<file path="src/rtl/microbench_pkg.sv">
// Shared definitions for the microbenchmark memory sequencer.
// Holds opcode values, the sequencer state encoding, the error response
// word and the width of the cycle/mismatch counters.
package microbench_pkg;

  // Width of the cycle and mismatch counters reported to the thread
  localparam int unsigned CNT_W = 32;

  // Opcode field (top two bits of the command word)
  localparam logic [1:0] OP_FILL   = 2'b01;
  localparam logic [1:0] OP_VERIFY = 2'b10;

  // Response for an illegal opcode; truncated to the channel width on use
  localparam logic [63:0] RESP_ERR = 64'hFFFF_FFFF_FFFF_FFFF;

  // Sequencer state encoding
  localparam int unsigned ST_W = 4;

  typedef enum logic [ST_W-1:0] {
    ST_IDLE  = 4'd0,
    ST_CWAIT = 4'd1,
    ST_ARG   = 4'd2,
    ST_AWAIT = 4'd3,
    ST_RUN   = 4'd4,
    ST_DRAIN = 4'd5,
    ST_RESP0 = 4'd6,
    ST_RESP1 = 4'd7,
    ST_ERR   = 4'd8
  } state_e;

endpackage

</file>
<file path="src/rtl/microbench_seq_ctrl_if.sv">
// Channel and memory-port bundle of the microbenchmark sequencer.
//   comm_q/comm_empty/comm_deq : command channel head, empty flag, pop pulse
//   comm_d/comm_enq/comm_full  : response word, push pulse, full flag
//   mem_addr/mem_d/mem_we/mem_q: single-port memory, 1-cycle read latency
//   busy                       : sequencer not idle
// master = sequencer side, slave = channel/memory side.
interface microbench_seq_ctrl_if #(
  parameter int unsigned SIMD_WIDTH = 1,
  parameter int unsigned W_D        = 32,
  parameter int unsigned W_A        = 12,
  parameter int unsigned W_COMM_D   = 32
) ();

  logic [W_COMM_D-1:0]       comm_q;
  logic                      comm_empty;
  logic                      comm_deq;
  logic [W_COMM_D-1:0]       comm_d;
  logic                      comm_enq;
  logic                      comm_full;
  logic [W_A-1:0]            mem_addr;
  logic [W_D*SIMD_WIDTH-1:0] mem_d;
  logic                      mem_we;
  logic [W_D*SIMD_WIDTH-1:0] mem_q;
  logic                      busy;

  modport master (
    input  comm_q, comm_empty, comm_full, mem_q,
    output comm_deq, comm_d, comm_enq, mem_addr, mem_d, mem_we, busy
  );

  modport slave (
    output comm_q, comm_empty, comm_full, mem_q,
    input  comm_deq, comm_d, comm_enq, mem_addr, mem_d, mem_we, busy
  );

endinterface

</file>
<file path="src/rtl/microbench_sat_counter.sv">
// Saturating up-counter with synchronous clear.
//   clk, rst : clock, synchronous active-high reset
//   clr      : clear to zero (wins over inc)
//   inc      : add one unless already all-ones
//   count    : current value
module microbench_sat_counter #(
  parameter int unsigned W = 32
) (
  input  logic         clk,
  input  logic         rst,
  input  logic         clr,
  input  logic         inc,
  output logic [W-1:0] count
);

  always_ff @(posedge clk) begin
    if (rst || clr) begin
      count <= '0;
    end else if (inc && (count != '1)) begin
      count <= count + W'(1);
    end
  end

endmodule

</file>
<file path="src/rtl/microbench_seq_ctrl.sv">
// Command-driven fill/verify sequencer for one single-port memory.
// Pops a command word and a seed word from the channel, writes or checks
// LEN words of the pattern (SEED+i) replicated across lanes, then pushes
// the measured cycle count (and the mismatch count for verify).
//   CLK, RST : clock, synchronous active-high reset
//   bus      : channel + memory bundle (master side), all outputs registered
module microbench_seq_ctrl
  import microbench_pkg::*;
#(
  parameter int unsigned SIMD_WIDTH = 1,
  parameter int unsigned W_D        = 32,
  parameter int unsigned W_A        = 12,
  parameter int unsigned W_COMM_D   = 32
) (
  input logic                   CLK,
  input logic                   RST,
  microbench_seq_ctrl_if.master bus
);

  localparam int unsigned W_L = W_A + 1;
  localparam int unsigned W_M = W_D * SIMD_WIDTH;

  state_e              state_q, state_d;

  // Latched command fields
  logic [1:0]          op_q;
  logic [W_L-1:0]      len_q;
  logic [W_D-1:0]      seed_q;

  // Index currently presented on the memory port
  logic [W_L-1:0]      idx_q, idx_d;

  // Pending read compare, one cycle behind the issued index
  logic                cmp_v_q, cmp_v_d;
  logic [W_D-1:0]      cmp_pat_q, cmp_pat_d;

  // Registered outputs and their next values
  logic                deq_q, deq_d;
  logic                enq_q, enq_d;
  logic                we_q, we_d;
  logic                busy_q, busy_d;
  logic [W_COMM_D-1:0] resp_q, resp_d;
  logic [W_A-1:0]      addr_q, addr_d;
  logic [W_M-1:0]      wdata_q, wdata_d;

  logic                cmd_ld, arg_ld, cnt_clr, cyc_inc, mis_inc;
  logic [CNT_W-1:0]    cyc_cnt, mis_cnt;
  logic                is_fill, opcode_ok, last_idx;
  logic [W_D-1:0]      pat_next;

  assign is_fill   = (op_q == OP_FILL);
  assign opcode_ok = (op_q == OP_FILL) || (op_q == OP_VERIFY);
  assign last_idx  = (idx_q == len_q - W_L'(1));
  assign pat_next  = seed_q + W_D'(idx_q + W_L'(1));

  // Any differing lane in the returned word counts as one mismatch
  assign mis_inc = cmp_v_q && (bus.mem_q != {SIMD_WIDTH{cmp_pat_q}});

  microbench_sat_counter #(.W(CNT_W)) u_cyc_cnt (
    .clk   (CLK),
    .rst   (RST),
    .clr   (cnt_clr),
    .inc   (cyc_inc),
    .count (cyc_cnt)
  );

  microbench_sat_counter #(.W(CNT_W)) u_mis_cnt (
    .clk   (CLK),
    .rst   (RST),
    .clr   (cnt_clr),
    .inc   (mis_inc),
    .count (mis_cnt)
  );

  // Next state and next registered outputs
  always_comb begin
    state_d   = state_q;
    idx_d     = idx_q;
    cmp_v_d   = 1'b0;
    cmp_pat_d = cmp_pat_q;
    deq_d     = 1'b0;
    enq_d     = 1'b0;
    we_d      = 1'b0;
    resp_d    = resp_q;
    addr_d    = addr_q;
    wdata_d   = wdata_q;
    cmd_ld    = 1'b0;
    arg_ld    = 1'b0;
    cnt_clr   = 1'b0;
    cyc_inc   = 1'b0;

    unique case (state_q)
      ST_IDLE: begin
        if (!bus.comm_empty) begin
          deq_d   = 1'b1;
          cmd_ld  = 1'b1;
          state_d = ST_CWAIT;
        end
      end

      // Empty flag still reflects the popped word this cycle
      ST_CWAIT: begin
        state_d = opcode_ok ? ST_ARG : ST_ERR;
      end

      ST_ARG: begin
        if (!bus.comm_empty) begin
          deq_d   = 1'b1;
          arg_ld  = 1'b1;
          cnt_clr = 1'b1;
          state_d = ST_AWAIT;
        end
      end

      // Present index 0 so it is on the port in the first RUN cycle
      ST_AWAIT: begin
        if (len_q == '0) begin
          state_d = ST_RESP0;
        end else begin
          state_d = ST_RUN;
          idx_d   = '0;
          addr_d  = '0;
          wdata_d = {SIMD_WIDTH{seed_q}};
          we_d    = is_fill;
        end
      end

      ST_RUN: begin
        cyc_inc = 1'b1;
        addr_d  = addr_q + W_A'(1);
        if (!is_fill) begin
          cmp_v_d   = 1'b1;
          cmp_pat_d = seed_q + W_D'(idx_q);
        end
        if (last_idx) begin
          state_d = is_fill ? ST_RESP0 : ST_DRAIN;
        end else begin
          idx_d   = idx_q + W_L'(1);
          wdata_d = {SIMD_WIDTH{pat_next}};
          we_d    = is_fill;
        end
      end

      // Last read data arrives here
      ST_DRAIN: begin
        cyc_inc = 1'b1;
        state_d = ST_RESP0;
      end

      ST_RESP0: begin
        if (!bus.comm_full) begin
          enq_d   = 1'b1;
          resp_d  = W_COMM_D'(cyc_cnt);
          state_d = is_fill ? ST_IDLE : ST_RESP1;
        end
      end

      ST_RESP1: begin
        if (!bus.comm_full) begin
          enq_d   = 1'b1;
          resp_d  = W_COMM_D'(mis_cnt);
          state_d = ST_IDLE;
        end
      end

      ST_ERR: begin
        if (!bus.comm_full) begin
          enq_d   = 1'b1;
          resp_d  = W_COMM_D'(RESP_ERR);
          state_d = ST_IDLE;
        end
      end

      default: begin
        state_d = ST_IDLE;
      end
    endcase

    busy_d = (state_d != ST_IDLE);
  end

  // State, command fields and compare pipeline
  always_ff @(posedge CLK) begin
    if (RST) begin
      state_q   <= ST_IDLE;
      op_q      <= '0;
      len_q     <= '0;
      seed_q    <= '0;
      idx_q     <= '0;
      cmp_v_q   <= 1'b0;
      cmp_pat_q <= '0;
    end else begin
      state_q   <= state_d;
      idx_q     <= idx_d;
      cmp_v_q   <= cmp_v_d;
      cmp_pat_q <= cmp_pat_d;
      if (cmd_ld) begin
        op_q  <= bus.comm_q[W_COMM_D-1 -: 2];
        len_q <= bus.comm_q[W_A:0];
      end
      if (arg_ld) begin
        seed_q <= bus.comm_q[W_D-1:0];
      end
    end
  end

  // Output registers
  always_ff @(posedge CLK) begin
    if (RST) begin
      deq_q   <= 1'b0;
      enq_q   <= 1'b0;
      we_q    <= 1'b0;
      busy_q  <= 1'b0;
      resp_q  <= '0;
      addr_q  <= '0;
      wdata_q <= '0;
    end else begin
      deq_q   <= deq_d;
      enq_q   <= enq_d;
      we_q    <= we_d;
      busy_q  <= busy_d;
      resp_q  <= resp_d;
      addr_q  <= addr_d;
      wdata_q <= wdata_d;
    end
  end

  assign bus.comm_deq = deq_q;
  assign bus.comm_enq = enq_q;
  assign bus.comm_d   = resp_q;
  assign bus.mem_addr = addr_q;
  assign bus.mem_d    = wdata_q;
  assign bus.mem_we   = we_q;
  assign bus.busy     = busy_q;

endmodule

</file>
<file path="src/flat_wrapper.sv">
// flat-port wrapper written by rule: the top's interface ports become plain ports
module microbench_seq_ctrl_flat import microbench_pkg::*;
#(
  parameter int unsigned SIMD_WIDTH = 1,
  parameter int unsigned W_D        = 32,
  parameter int unsigned W_A        = 12,
  parameter int unsigned W_COMM_D   = 32
)
  (CLK, RST, bus_comm_q, bus_comm_empty, bus_comm_full, bus_mem_q, bus_comm_deq, bus_comm_d, bus_comm_enq, bus_mem_addr, bus_mem_d, bus_mem_we, bus_busy);
  microbench_seq_ctrl_if #(.SIMD_WIDTH(SIMD_WIDTH), .W_D(W_D), .W_A(W_A), .W_COMM_D(W_COMM_D)) bus_i ();
  input logic CLK;
  input logic RST;
  input wire logic [$bits(bus_i.comm_q)-1:0] bus_comm_q;
  input wire logic [$bits(bus_i.comm_empty)-1:0] bus_comm_empty;
  input wire logic [$bits(bus_i.comm_full)-1:0] bus_comm_full;
  input wire logic [$bits(bus_i.mem_q)-1:0] bus_mem_q;
  output wire logic [$bits(bus_i.comm_deq)-1:0] bus_comm_deq;
  output wire logic [$bits(bus_i.comm_d)-1:0] bus_comm_d;
  output wire logic [$bits(bus_i.comm_enq)-1:0] bus_comm_enq;
  output wire logic [$bits(bus_i.mem_addr)-1:0] bus_mem_addr;
  output wire logic [$bits(bus_i.mem_d)-1:0] bus_mem_d;
  output wire logic [$bits(bus_i.mem_we)-1:0] bus_mem_we;
  output wire logic [$bits(bus_i.busy)-1:0] bus_busy;
  assign bus_i.comm_q = bus_comm_q;
  assign bus_i.comm_empty = bus_comm_empty;
  assign bus_i.comm_full = bus_comm_full;
  assign bus_i.mem_q = bus_mem_q;
  assign bus_comm_deq = bus_i.comm_deq;
  assign bus_comm_d = bus_i.comm_d;
  assign bus_comm_enq = bus_i.comm_enq;
  assign bus_mem_addr = bus_i.mem_addr;
  assign bus_mem_d = bus_i.mem_d;
  assign bus_mem_we = bus_i.mem_we;
  assign bus_busy = bus_i.busy;
  microbench_seq_ctrl #(.SIMD_WIDTH(SIMD_WIDTH), .W_D(W_D), .W_A(W_A), .W_COMM_D(W_COMM_D)) u_core (.CLK(CLK), .RST(RST), .bus(bus_i));
endmodule
</file>
<file path="config.mk">
export PLATFORM = sky130hd
export DESIGN_NAME = microbench_seq_ctrl_flat
export DESIGN_NICKNAME = d
export VERILOG_FILES = /design/src/rtl/microbench_pkg.sv /design/src/rtl/microbench_seq_ctrl_if.sv /design/src/rtl/microbench_sat_counter.sv /design/src/rtl/microbench_seq_ctrl.sv /design/src/flat_wrapper.sv
export SDC_FILE = /design/constraint.sdc
export NUM_CORES = 1
export LEC_CHECK = 0
export CORE_MARGIN = 4
export CORE_UTILIZATION = 51
export DETAILED_ROUTE_END_ITERATION = 10
export PLACE_DENSITY_LB_ADDON = 0.3
export SLEW_MARGIN = 30
export SYNTH_ARGS = -nofsm -noshare
export SYNTH_HDL_FRONTEND = slang
export SYNTH_SLANG_ARGS = --single-unit
</file>
<file path="constraint.sdc">
create_clock -name CLK -period 9.36 [get_ports CLK]
set_clock_uncertainty 0.1 [all_clocks]
set_input_delay 2.808 -clock CLK [delete_from_list [all_inputs] [get_ports CLK]]
set_output_delay 2.808 -clock CLK [all_outputs]
set_load 0.02 [all_outputs]
</file>
# [Yosys cells after proc, flatten, opt, wreduce, memory -nomap -nowiden]
# Cells that the tools add are included.
[totals] ff_bits=241 latch_bits=0 ramBits=0 romBits=0 input_bits=68 output_inout_bits=80 word_cells=99 memories=0
[classes] addsub=8 mul=0 n_div=0 magnitude_cmp=0 eq_ne=19 shifts=0 n_mux=31 bitwise=4 n_reduce_logical=21
[ops] operator="2-to-1 mux 32 bit" n=5
[ops] operator="one-hot mux 32 bit (3 select lines)" n=1
[ops] operator="adder 32 x 1 -> 32 bit, second input constant" n=2
[ops] operator="!= test 32 bit, second input constant" n=2
[ops] operator="one-hot mux 32 bit (2 select lines)" n=1
[ops] operator="adder 32 x 13 -> 32 bit" n=1
[ops] operator="adder 32 bit" n=1
[ops] operator="!= test 32 bit" n=1
[ops] operator="one-hot mux 4 bit (8 select lines)" n=1
[ops] operator="2-to-1 mux 13 bit" n=2
[ops] operator="one-hot mux 13 bit (2 select lines)" n=1
[ops] operator="2-to-1 mux 4 bit" n=6
[ops] operator="one-hot mux 12 bit (2 select lines)" n=1
[ops] operator="== test 4 x 3 -> 1 bit, second input constant" n=4
[ops] operator="adder 13 x 1 -> 14 bit, second input constant" n=1
[ops] operator="adder 13 x 1 -> 13 bit, second input constant" n=1
[ops] operator="== test 13 bit" n=1
[ops] operator="logical NOT 13 bit" n=1
[ops] operator="subtractor 13 x 1 -> 13 bit, second input constant" n=1
[ops] operator="adder 12 x 1 -> 12 bit, second input constant" n=1
[ops] operator="2-to-1 mux 12 bit" n=1
[ops] operator="OR reduction 2 bit" n=6
[ops] operator="!= test 2 bit, second input constant" n=5
[ops] operator="== test 4 x 2 -> 1 bit, second input constant" n=2
[ops] operator="19 further kinds" n=34

# [Depth between registers and ports, before layout]
# Gate-level depths: netlist (run 1).
[logic_depth] ltp_word=5 depth_mapped=15

# [By module]
# From an unflattened synthesis (run 1), not the netlist that was laid out.
[unflattened] hier_cells=1638 hier_area_um2=13228.9
[by_module_without_submodules] mod="microbench_seq_ctrl" n_inst=1 cells_per_inst=1260 area_per_inst_um2=9865.7
[by_module_without_submodules] mod="microbench_sat_counter" n_inst=2 cells_per_inst=189 area_per_inst_um2=1681.6

# [Worst setup path after synthesis (run 1)]
# Ideal clock, no wire load.
[synth_timing] kind="input -> register" startpoint="in bus_mem_q[24]" endpoint="reg u_core.u_mis_cnt.count[21]" setup_time_ps=72 arrival_ps=4445 required_time_ps=9188 slack_ps=4743 stages=8 path_cell_list="xor2_1 -> nor4_1 -> nand4_1 -> o211ai_1 -> a211oi_1 -> clkbuf_1 -> nand4_1 -> mux2i_1"
[synth_between] elab_chain_cells=3
[synth_rtl] element="start, declared" line_no="flat_wrapper.sv:16" source="input wire logic [$bits(bus_i.mem_q)-1:0] bus_mem_q;"
[synth_rtl] element="!= test 32 bit" line_no="microbench_seq_ctrl.sv:57" source="assign mis_inc = cmp_v_q && (bus.mem_q != {SIMD_WIDTH{cmp_pat_q}});"
[synth_rtl] element="logical AND 1 bit" line_no="microbench_seq_ctrl.sv:57"
[synth_rtl] element="logical AND 1 bit" line_no="microbench_sat_counter.sv:19" source="end else if (inc && (count != '1)) begin"
[synth_rtl] element="end signal, assigned" line_no="microbench_sat_counter.sv:20" source="count <= count + W'(1);"
[synth_rtl] element="end, declared" line_no="microbench_sat_counter.sv:13" source="output logic [W-1:0] count"
# Every way passes these cells.
# A chain may end at the register's enable or synchronous reset.

# [Worst setup path in the final report (run 1)]
[layout_timing] startpoint="in bus_mem_q[18]" endpoint="reg u_core.u_mis_cnt.count[25]"
# The elaborated chain is that of the path after synthesis.

==> key figures, run 1 <==
Timing
  – Worst path setup slack after routing: 4100 ps
  – Count of final max-slew check failures: 0
  – Total negative slack: 0 ps
  – Final critical-path required period: 5260 ps
  – Total setup violations reported at the end of the flow: 0
  – Worst slew slack as a fraction of its limit: 39.0%
  – Fmax: 0.190 GHz
  – Number of hold-slack violations in the final timing report: 0
  – Transition time at the pin with the least slew margin: 906 ps
  – RSZ-0062 raised after global routing: false
  – Fraction of the cycle the final worst path needs: 56.2%

Setup path
  – Arrival time at the worst endpoint: 5620 ps
  – R2R cell count: 14
  – CP Cell Sequence: clkdlybuf4s50_1 -> xor2_1 -> nor4_1 -> nand4_1 -> o211ai_1 -> a211oi_1 -> buf_4 -> a31o_2 -> a21oi_1
  – Crit-path max FO: 14
  – Reg2reg start: u_core.idx_q[1]
  – Worst path bufs/invs: 2
  – Required @ worst endpoint: 9730 ps
  – Crit Path Category: in2reg
  – Reg-to-reg setup timing slack: 5260 ps
  – Slowest stage cell, crit path: sky130_fd_sc_hd__o211ai_1
  – Type of element launching the critical path: input pin
  – Destination of the worst register-to-register timing path: u_core.bus.mem_d[24]
  – Worst Setup End Kind: register
  – Cell count along the critical path: 9
  – Kind of cell adding the most delay to the critical path: compound AO/OA/AOI/OAI gates
  – CP max stage delay: 650 ps

Drt
  – Initial DRC count: 1235
  – Ratio of routed vias to standard cells: 5.98
  – Number of nets with antenna violations after detailed routing: 0
  – Average detailed-routed wire length per instance: 17.9 um
  – Total number of vias: 12.4k
  – Sum of routed wire length over all layers: 37000 um
  – Length of the first detailed-routing pass in iterations: 6
  – Post-route DRC: 0

Logic synthesis
  – Cell count after synthesis: 1626
  – Commonest register cell after synthesis: sky130_fd_sc_hd__dfxtp_1
  – Netlist cell types: 73
  – Number of register bits inferred by synthesis: 241
  – Number of synthesized flops with an enable pin: 0
  – Warnings from Yosys: 0
  – Average instance area after synthesis: 8.01 um2
  – Net count of the mapped netlist: 1729
  – Area of the mapped netlist: 13000 um2
  – Share of flip-flops with an asynchronous set or reset: 0%
  – Share of the yosys chip area belonging to registers: 37.0%

Die
  – Placeable core area: 25200 um2
  – Initial Utilization: 51.7%
  – Die boundary width: 168 um
  – Die area: 28200 um2
  – Row count: 58
  – Die Span Y: 168 um
  – I/O pin count: 148

Global routing
  – Leftover overflow at the end of global routing: 0
  – Number of global-route vias before repair: 11.5k
  – Pin count of the biggest net entering global routing: 115
  – GRT Util Overall: 25.3%
  – Antenna violations before repair: 0
  – Wire length of the first global-routing pass: 60100 um

Clock network
  – CTS Root Buffer Type: sky130_fd_sc_hd__clkbuf_16
  – Count of hold buffers inserted by post-cts repair: 0
  – Clock H-tree levels: 1
  – Worst-skew pair later-pin latency: 540 ps
  – CTS tree: done
  – Setup repair bufs after CTS: 0
  – Cts bufs inserted: 27
  – Clock-pin transition on the worst setup and hold timing paths: 60 ps
  – Longest Clk Path Bufs: 3
  – Post-cts repair resize count: 0
  – Sinks on Clock Net: 241

Min path
  – Path type of the worst min-delay path: reg2reg
  – Hold-critical path depth: 2
  – Beginning of the worst hold path: u_core.cmp_pat_q[10]
  – Worst Hold End: u_core.cmp_pat_q[10]

Finish
  – Fin nets: 1823
  – FILL cells: 2173
  – Number of antenna diodes: 0
  – Share of post-route cells with drive strength above 1: 6.44%
  – Area of combinational cells with multiple inputs: 7710 um2
  – Commonest cells after routing, fill and taps aside: sky130_fd_sc_hd__nand2_1, sky130_fd_sc_hd__dfxtp_1, sky130_fd_sc_hd__nor2_1
  – Final Core Density: 61.8%
  – Reg area: 4820 um2
  – Area delta synth->final: 19.3%
  – Commonest non-fill, non-tap cell in the layout: sky130_fd_sc_hd__nand2_1

Power and ir drop
  – Switching fraction of total power: 24.4%
  – Sw power: 0.545 mW
  – Power per standard cell area: 144 nW/um2
  – VDD IR-drop max: 0.129 mV
  – Combinational share of power: 8.5%
  – Cell-internal power: 1.69 mW
  – Reported leakage power: 5.34 nW
  – Clock group share of total power: 44.0%
  – Sequential group share of total power: 47.5%

Status
  – Outcome: finished, final reports clean

Placed design
  – Total of buffers placed on input and output ports: 147
  – Dpl hpwl: 26500 um
  – Placer's final routability congestion estimate: 0.933
  – Worst slack after detailed placement: 3660 ps

Job
  – Maximum Capacitance Violations: 0
-- flip-flops by register name, indices dropped and copies added, names as in the netlist --
name	cells
u_core.op_q	2
u_core.bus.comm_deq	1
u_core.cmp_v_q	1
u_core.bus.mem_we	1
u_core.u_mis_cnt.count	32
u_core.idx_q	13
u_core.cmp_pat_q	32
u_core.bus.mem_addr	12
u_core.bus.mem_d	32
u_core.seed_q	32
u_core.u_cyc_cnt.count	32
u_core.bus.busy	1
u_core.state_q	4
u_core.len_q	13
u_core.bus.comm_d	32
u_core.bus.comm_enq	1
-- power groups by stage --
stage	Combinational [mW]	Sequential, mW	Clock, mW
CTS	0.192	1.06	0.999
global placement	0.187	1.08	0
finish	0.191	1.06	0.983
floorplan	0.108	1.09	0
detailed placement	0.191	1.08	0
global route	0.208	1.07	1.04
-- layout make-up --
type	instances	share of cell area, %
sequential	241	31.0
clock buffer	39	4.89
timing repair buffer	166	10.6
tap	330	2.66
inverter	35	0.845
clock inverter	10	0.378
multi-input combinational	1249	49.6
-- stage by stage --
| stage | area, um2 | total power, mW | cells | hold WS [ps] |
|---|---|---|---|---|
| after CTS | 15500 | 2.25 | 2069 | 365 |
| after detailed placement | 14700 | 1.28 | 2020 | 358 |
| after global placement | 14700 | 1.27 | 2019 | 344 |
| after global routing | 15500 | 2.32 | 2070 | 402 |
| final | 15500 | 2.24 | 2070 | 367 |
| after floorplan | 13000 | 1.20 | 1626 | 336 |
-- how the worst max path moves through the flow --
stage / startpoint / to / slack (ps)
final: bus_mem_q[18] / u_core.u_mis_cnt.count[25] / 4100
after global routing: bus_mem_q[18] / u_core.u_mis_cnt.count[25] / 3930
after CTS: bus_mem_q[18] / u_core.u_mis_cnt.count[25] / 4190
after detailed placement: bus_mem_q[18] / u_core.u_mis_cnt.count[25] / 3660
after global placement: bus_mem_q[10] / u_core.u_mis_cnt.count[28] / 3460
after floorplan: bus_mem_q[24] / u_core.u_mis_cnt.count[21] / 4740
-- layer usage --
layer	global-route usage [%]	wire length [um]	up-vias
met5	0	0	-
met3	3.52	2530	64
met1	36.9	17200	5903
met4	5.75	699	0
li1	-	-	5966
met2	40.1	16500	455
-- synthesized netlist by cell type (4+ instances only) --
cell type	count	area, um2
sky130_fd_sc_hd__nand4_1	31	194
sky130_fd_sc_hd__and2_1	10	62.6
sky130_fd_sc_hd__buf_1	4	15.0
sky130_fd_sc_hd__nand3b_1	11	82.6
sky130_fd_sc_hd__nor4b_1	4	35.0
sky130_fd_sc_hd__a311oi_2	8	120
sky130_fd_sc_hd__inv_1	35	131
sky130_fd_sc_hd__a21oi_1	127	636
sky130_fd_sc_hd__nor2b_1	5	31.3
sky130_fd_sc_hd__o31ai_1	6	45.0
sky130_fd_sc_hd__nor3b_1	4	30.0
sky130_fd_sc_hd__o21ai_0	33	165
sky130_fd_sc_hd__and3_1	20	125
sky130_fd_sc_hd__mux2i_1	8	80.1
sky130_fd_sc_hd__xor2_1	83	727
sky130_fd_sc_hd__nand2_1	262	983
sky130_fd_sc_hd__clkbuf_1	89	334
sky130_fd_sc_hd__ha_1	33	413
sky130_fd_sc_hd__dfxtp_1	241	4820
sky130_fd_sc_hd__a211oi_1	28	210
sky130_fd_sc_hd__or3_1	18	113
sky130_fd_sc_hd__a21o_1	9	67.6
sky130_fd_sc_hd__a211oi_2	19	238
sky130_fd_sc_hd__a31oi_1	14	87.6
sky130_fd_sc_hd__nor2_1	158	593
sky130_fd_sc_hd__o211ai_1	8	60.1
sky130_fd_sc_hd__nand3_1	79	395
sky130_fd_sc_hd__buf_6	4	45.0
sky130_fd_sc_hd__xnor2_1	71	622
sky130_fd_sc_hd__buf_2	4	20.0
sky130_fd_sc_hd__or2_2	5	31.3
sky130_fd_sc_hd__a311oi_1	41	359
sky130_fd_sc_hd__o211a_1	4	40.0
sky130_fd_sc_hd__nor3_1	37	185
sky130_fd_sc_hd__nor4_1	27	169
sky130_fd_sc_hd__and4_1	12	105
sky130_fd_sc_hd__or4_1	4	30.0
sky130_fd_sc_hd__nand2b_1	9	56.3
sky130_fd_sc_hd__o21a_1	7	52.6
-- tightest hold or removal path: cells and delay by family, from the launching register on --
kind | cells | cell delay (ps)
AO/OA/AOI/OAI | 1 | 50
flip-flops | 1 | 320
AND/OR/NAND/NOR | 1 | 60
-- cell families after synthesis --
family / count (synthesis) / synth area share [%]
simple gates: 708 / 25.7
flops: 241 / 37.0
xor+xnor: 154 / 10.4
fa+ha+maj: 35 / 3.48
mux: 8 / 0.615
buf+inv: 136 / 4.19
compound gates: 344 / 18.6
Power figures use the tool's default switching activity.
==> run 2, diff against run 1 <==
==> constraint.sdc (replaced) <==
create_clock -name CLK -period 4.8 [get_ports CLK]
set_clock_uncertainty 0.1 [all_clocks]
set_input_delay 1.44 -clock CLK [delete_from_list [all_inputs] [get_ports CLK]]
set_output_delay 1.44 -clock CLK [all_outputs]
set_load 0.02 [all_outputs]
==> run 2 against run 1 <==
Critical path depth up 4. Clock-buffer cell count unchanged. Global-route usage grew 0.54 points. Sequential power grew 95%. Worst setup slack lost 3200 ps. Critical endpoint is now u_core.bus.mem_d[28]. Largest power group is now clock.
==> key figures, run 2 (same netlist as run 1, synthesis figures left out) <==
Status
  – Outcome: finished, final reports clean

Setup path
  – R2R cell count: 13 (-1)
  – Crit Path Category: reg2reg
  – Destination of the worst register-to-register timing path: u_core.bus.mem_d[28]
  – Type of element launching the critical path: register
  – Worst path bufs/invs: 0 (-2)
  – Reg2reg start: u_core.idx_q[2]
  – Crit-path max FO: 9 (-5)
  – Reg-to-reg setup timing slack: 920 ps (-4340 ps)
  – Worst Setup End Kind: register
  – Required @ worst endpoint: 5160 ps (-4570 ps)
  – Arrival time at the worst endpoint: 4240 ps (-1380 ps)
  – Kind of cell adding the most delay to the critical path: simple AND/OR/NAND/NOR gates
  – CP max stage delay: 770 ps (+120 ps)
  – Critical Path Most Common Cell: sky130_fd_sc_hd__nand3_1
  – CP Cell Sequence: nand3_1 -> nor2_1 -> and3_1 -> and3_1 -> nand3_1 -> xnor2_1 -> ha_1 -> nand2_1 -> a2bb2oi_1 -> a31oi_1 -> nand3_1 -> xor2_1 -> a211oi_2
  – Slowest stage cell, crit path: sky130_fd_sc_hd__a31oi_1

Die
  – Die area: 28200 um2 (unchanged)
  – Placeable core area: 25200 um2 (unchanged)
  – Die Span Y: 168 um (unchanged)
  – Row count: 58 (unchanged)
  – I/O pin count: 148 (unchanged)
  – Die boundary width: 168 um (unchanged)
  – Initial Utilization: 51.7% (unchanged)

Finish
  – Commonest cells after routing, fill and taps aside: sky130_fd_sc_hd__nand2_1, sky130_fd_sc_hd__dfxtp_1, sky130_fd_sc_hd__nor2_1
  – Fin nets: 1826 (+0.16%)
  – Final cell count without fillers: 2074 (+0.19%)
  – Commonest non-fill, non-tap cell in the layout: sky130_fd_sc_hd__nand2_1
  – Area of combinational cells with multiple inputs: 7710 um2 (about the same)
  – FILL cells: 2201 (+1.3%)
  – Area delta synth->final: 20.6%
  – Share of post-route cells with drive strength above 1: 6.88% (+0.44 points)
  – Number of antenna diodes: 0 (unchanged)
  – Reg area: 4820 um2 (unchanged)
  – Layout Cell Area excl Fill: 15700 um2 (+1.1%)

Timing
  – Fmax: 0.257 GHz
  – Number of hold-slack violations in the final timing report: 0 (unchanged)
  – Transition time at the pin with the least slew margin: 925 ps (+18.3 ps)
  – Total negative slack: 0 ps (unchanged)
  – Worst slew slack as a fraction of its limit: 38.2% (-0.79 points)
  – RSZ-0062 raised after global routing: false
  – Worst path setup slack after routing: 916 ps (-3190 ps)
  – Fraction of the cycle the final worst path needs: 80.9%
  – Total setup violations reported at the end of the flow: 0 (unchanged)
  – Count of final max-slew check failures: 0 (unchanged)
  – Final critical-path required period: 3880 ps

Min path
  – Path type of the worst min-delay path: reg2reg
  – Worst Hold End: u_core.op_q[1]
  – Hold-critical path depth: 2 (unchanged)
  – Beginning of the worst hold path: u_core.op_q[1]

Drt
  – Total number of vias: 12.3k (-0.69%)
  – Post-route DRC: 0 (unchanged)
  – Initial DRC count: 1111 (-10%)
  – Average detailed-routed wire length per instance: 18.3 um (+2.7%)
  – Ratio of routed vias to standard cells: 5.93 (-0.88%)
  – Sum of routed wire length over all layers: 38100 um (+2.9%)
  – Length of the first detailed-routing pass in iterations: 5 (-1)
  – Number of nets with antenna violations after detailed routing: 0 (unchanged)

Clock network
  – Clock-pin transition on the worst setup and hold timing paths: 60 ps (about the same)
  – Count of hold buffers inserted by post-cts repair: 0 (unchanged)
  – Worst-skew pair later-pin latency: 540 ps (about the same)
  – Sinks on Clock Net: 241 (unchanged)
  – Cts bufs inserted: 27 (unchanged)
  – Setup repair bufs after CTS: 0 (unchanged)
  – Post-cts repair resize count: 0 (unchanged)
  – Clock H-tree levels: 1 (unchanged)
  – CTS Root Buffer Type: sky130_fd_sc_hd__clkbuf_16
  – Longest Clk Path Bufs: 3 (unchanged)
  – CTS tree: done

Job
  – Maximum Capacitance Violations: 0 (unchanged)

Global routing
  – GRT Util Overall: 25.9% (+0.54 points)
  – Wire length of the first global-routing pass: 61000 um (+1.4%)
  – Leftover overflow at the end of global routing: 0 (unchanged)
  – Number of global-route vias before repair: 11.4k (-1.2%)
  – Pin count of the biggest net entering global routing: 75 (-35%)
  – Antenna violations before repair: 0 (unchanged)

Placed design
  – Cells after DPL: 2023 (+0.15%)
  – Dpl hpwl: 27300 um (+2.7%)
  – Total of buffers placed on input and output ports: 147 (unchanged)
  – Worst slack after detailed placement: 876 ps (-2780 ps)
  – Placer's final routability congestion estimate: 0.919 (-1.5%)
  – Cell Area, Placed: 14700 um2 (about the same)

Power and ir drop
  – Reported leakage power: 5.42 nW (+1.6%)
  – Power per standard cell area: 300 nW/um2 (+110%)
  – VDD IR-drop max: 0.214 mV (+66%)
[run 2: cell count changes in the layout (fill, tap and decap cells not counted)]
cell	before	now
sky130_fd_sc_hd__bufinv_16	0	5
sky130_fd_sc_hd__buf_4	17	21
sky130_fd_sc_hd__clkinv_2	7	3
sky130_fd_sc_hd__clkbuf_1	8	5
sky130_fd_sc_hd__clkbuf_8	4	7
sky130_fd_sc_hd__buf_16	2	1
sky130_fd_sc_hd__clkinvlp_4	2	1
sky130_fd_sc_hd__inv_6	1	2
sky130_fd_sc_hd__nand3_1	79	78
sky130_fd_sc_hd__nand3_2	0	1
sky130_fd_sc_hd__nor4_1	26	25
sky130_fd_sc_hd__nor4_2	2	3
sky130_fd_sc_hd__o2111ai_1	2	3
sky130_fd_sc_hd__o2111ai_2	1	0
[run 2: how the worst max path moves through the flow]
stage,startpoint,cells after the start,to
floorplan,bus_mem_q[24],8,u_core.u_mis_cnt.count[21]
global placement,bus_mem_q[10],10,u_core.u_mis_cnt.count[25]
detailed placement,bus_mem_q[10],10,u_core.u_mis_cnt.count[29]
CTS,u_core.idx_q[0],12,u_core.bus.mem_d[29]
global route,u_core.idx_q[2],14,u_core.bus.mem_d[30]
finish,u_core.idx_q[2],13,u_core.bus.mem_d[28]
[run 2: metrics by stage]
step	util [%]	total power [mW]	hold WS, ps
final	62.4	4.72	364
after global routing	62.4	4.86	385
after CTS	62.3	4.74	367
after detailed placement	58.4	2.49	359
after global placement	58.4	2.49	348
after floorplan	-	2.34	336
[run 2: power by group]
group	internal [mW]	switching [mW]	total (mW)
clock network	1.41	0.857	2.27
registers	2.04	0.0374	2.07
logic	0.168	0.209	0.378
[run 2: area by class of cell]
| class | instances | area share (%) |
|---|---|---|
| clock buffers | 39 | 5.03 |
| flip-flops and latches | 241 | 30.7 |
| multi-input cells | 1249 | 49.1 |
| well taps | 330 | 2.63 |
| inverters | 35 | 0.836 |
| repair buffers | 169 | 10.5 |
| clock inverters | 11 | 1.21 |
[run 2: routing by layer]
layer | GRT usage, % | part of all wire (%) | wire, um
met5 | 0 | 0 | 0
met4 | 6.88 | 2.4 | 932
met3 | 4.30 | 7.2 | 2730
met2 | 40.0 | 44 | 16900
met1 | 37.6 | 46 | 17500
[run 2: tightest hold or removal path, cell delays in order, from the launching register on]
cell	delay [ps]
sky130_fd_sc_hd__dfxtp_1	310
sky130_fd_sc_hd__nand2_1	50
sky130_fd_sc_hd__a21oi_1	60
==> patch, RTL diff (config.mk and constraints of run 2) <==
Change the package constant `CNT_W` from 32 to 36.
--- a/src/rtl/microbench_pkg.sv
+++ b/src/rtl/microbench_pkg.sv
@@ -5,5 +5,5 @@
 
   // Width of the cycle and mismatch counters reported to the thread
-  localparam int unsigned CNT_W = 32;
+  localparam int unsigned CNT_W = 36;
 
   // Opcode field (top two bits of the command word)
Function: same outputs for any inputs over 4 cycles, from zero or initial values and one cycle with RST high; that may be too few to reach the edited logic, so the function may still have changed.
==> patch against run 2 <==
- final cell count rose by 4.0%
- power rose by 1.7%
- worst setup slack got worse by 0.12 ns
- count of clock-buffer cells in the layout fell by 3
- critical endpoint is now u_core.bus.mem_d[30]
- critical path depth did not move
- sequential cell count rose by 8
- cell area rose by 3.5%
- sequential share of layout area barely moved
- largest cell class unchanged
- first-iteration DRC count rose by 5.2%
- wire length rose by 2.8%
- synthesized area rose by 4.5%
- via count rose by 5.5%
==> patch: results <==
group,metric,value,unit
global_routing,grt_pass1_wl,63100,µm
run_status,status,"complete, no violations",
worst_setup_path,crit_fanout,13,
final_layout,clkbuf_count,36,
global_routing,grt_pass1_vias,12200,
final_layout,largest_registers,"u_core.u_cyc_cnt.count: 36 flops, u_core.u_mis_cnt.count: 36 flops",
route,wl_met2,17400,µm
final_layout,multi_input_area,8060,µm²
global_routing,grt_start_max_net_pins,89,
final_layout,antenna_cells,0,
final_layout,buf_share,10.3,%
power_and_ir_drop,peakVddDrop,0.237,mV
clock_tree,cts_inserted_buffers,27,
synth,yosysWarnings,0,
power_and_ir_drop,p_leak,5.20,nW
global_routing,gr-usage-met3,3.52,%
min_path,hp-class,"reg -> reg",
clock_tree,worstSkewPairLatency,0.56,ns
route,routed_via_density,6.02,
clock_tree,cts_resized,0,
synth,synth_common_cells,"dfxtp_1 (249), nand2_1 (247), nor2_1 (170)",
placed_design,gp_congestion,0.957,
worst_setup_path,cp_slowest_cell,"dfxtp_1",
placed_design,place_ws,0.823,ns
global_routing,grt_usage,25.8,%
synth,synth.top_cells.by_area,"dfxtp_1 (37%), nand2_1 (6.8%), xnor2_1 (4.8%)",
global_routing,busiest_layer,"met2",
final_layout,num-nonclk-inverters,37,
global_routing,antenna_found_initial,1,
clock_tree,clkTransAtPathRegs,0.06,ns
final_layout,n_fill_cell,2307,
route,top_layer,"met5",
final_layout,drive_gt1_share,8.29,%
worst_setup_path,arrival,4.37,ns
global_routing,met2_usage,40.6,%
final_layout,multi_input_cells,1313,
timing,worst_pin_slew,0.939,ns
route,drt_iter0_markers,1169,
final_layout,buffers_excl_clock,172,
worst_setup_path,max_stage_delay,0.51,ns
synth,ys_seq_area_share,36.6,%
synth,synth_cell_types,72,
worst_setup_path,critPathTopFamily,"simple AND/OR/NAND/NOR gates",
clock_tree,clock_sinks,249,
global_routing,grt-ovfl-total,0,
final_layout,nets,1903,
global_routing,grt_use_met1,37.2,%
synth,syn_nets,1806,
route,wl_per_cell,18.1,µm
route,drt-met1-wl,17900,µm
placed_design,dp_hpwl,27700,µm
route,wl_met3,2670,µm
clock_tree,root_buffer,"clkbuf_16",
final_layout,sh_seq_area,30.7,%
final_layout,clk_share,6.05,%
==> patch: changes by cell type in the layout (fill, tap and decap cells not counted), moves of 6 or more <==
cell and delta:
a211oi_2 -6, a21oi_2 +16, dfxtp_1 +8, nand2_1 -15, nand2b_1 +17, nand4_1 +10
nor2_1 +12, nor3_1 +6, nor4_1 -9, o21ai_0 +30, o221ai_2 +6, o31ai_1 +6
or3_1 +25, xor2_1 -22
==> patch: cells by family after synthesis <==
logic type / Yosys count / share of synthesized area, %
flip-flops: 249 / 36.6
multiplexers: 4 / 0.303
adder cells (fa/ha/maj): 35 / 3.33
XOR/XNOR: 136 / 8.75
AO/OA/AOI/OAI: 385 / 20.0
AND/OR/NAND/NOR: 753 / 26.5
buffers and inverters: 141 / 4.51
==> patch: final timing paths <==
kind / from / endpoint / slack (ns) / cells past startpoint
worst max-delay path: u_core.idx_q[2] / u_core.bus.mem_d[30] / 0.79 / 13
worst min-delay path: u_core.bus.mem_d[6] / u_core.bus.mem_d[6] / 0.36 / 2
worst min register to register: u_core.bus.mem_d[6] / u_core.bus.mem_d[6] / 0.36 / 2
worst max register to register: u_core.idx_q[2] / u_core.bus.mem_d[30] / 0.79 / 13
==> patch: tightest hold or removal path, delay by kind of cell (launching register included) <==
| kind | cells | cell delay [ns] |
|---|---|---|
| flops | 1 | 0.30 |
| buf+inv | 1 | 0.05 |
| compound gates | 1 | 0.05 |
==> patch: stage by stage <==
stage / power, mW / instance area [µm²] / std cells
after global placement: 2.53 / 15300 / 2106
after CTS: 4.83 / 16300 / 2156
final: 4.80 / 16300 / 2156
after detailed placement: 2.54 / 15300 / 2106
after floorplan: 2.39 / 13600 / 1703
after global routing: 4.95 / 16300 / 2156
==> patch: power breakdown <==
group	internal [mW]	switching (mW)
sequential	2.10	0.0388
combinational	0.165	0.196
clock	1.40	0.903
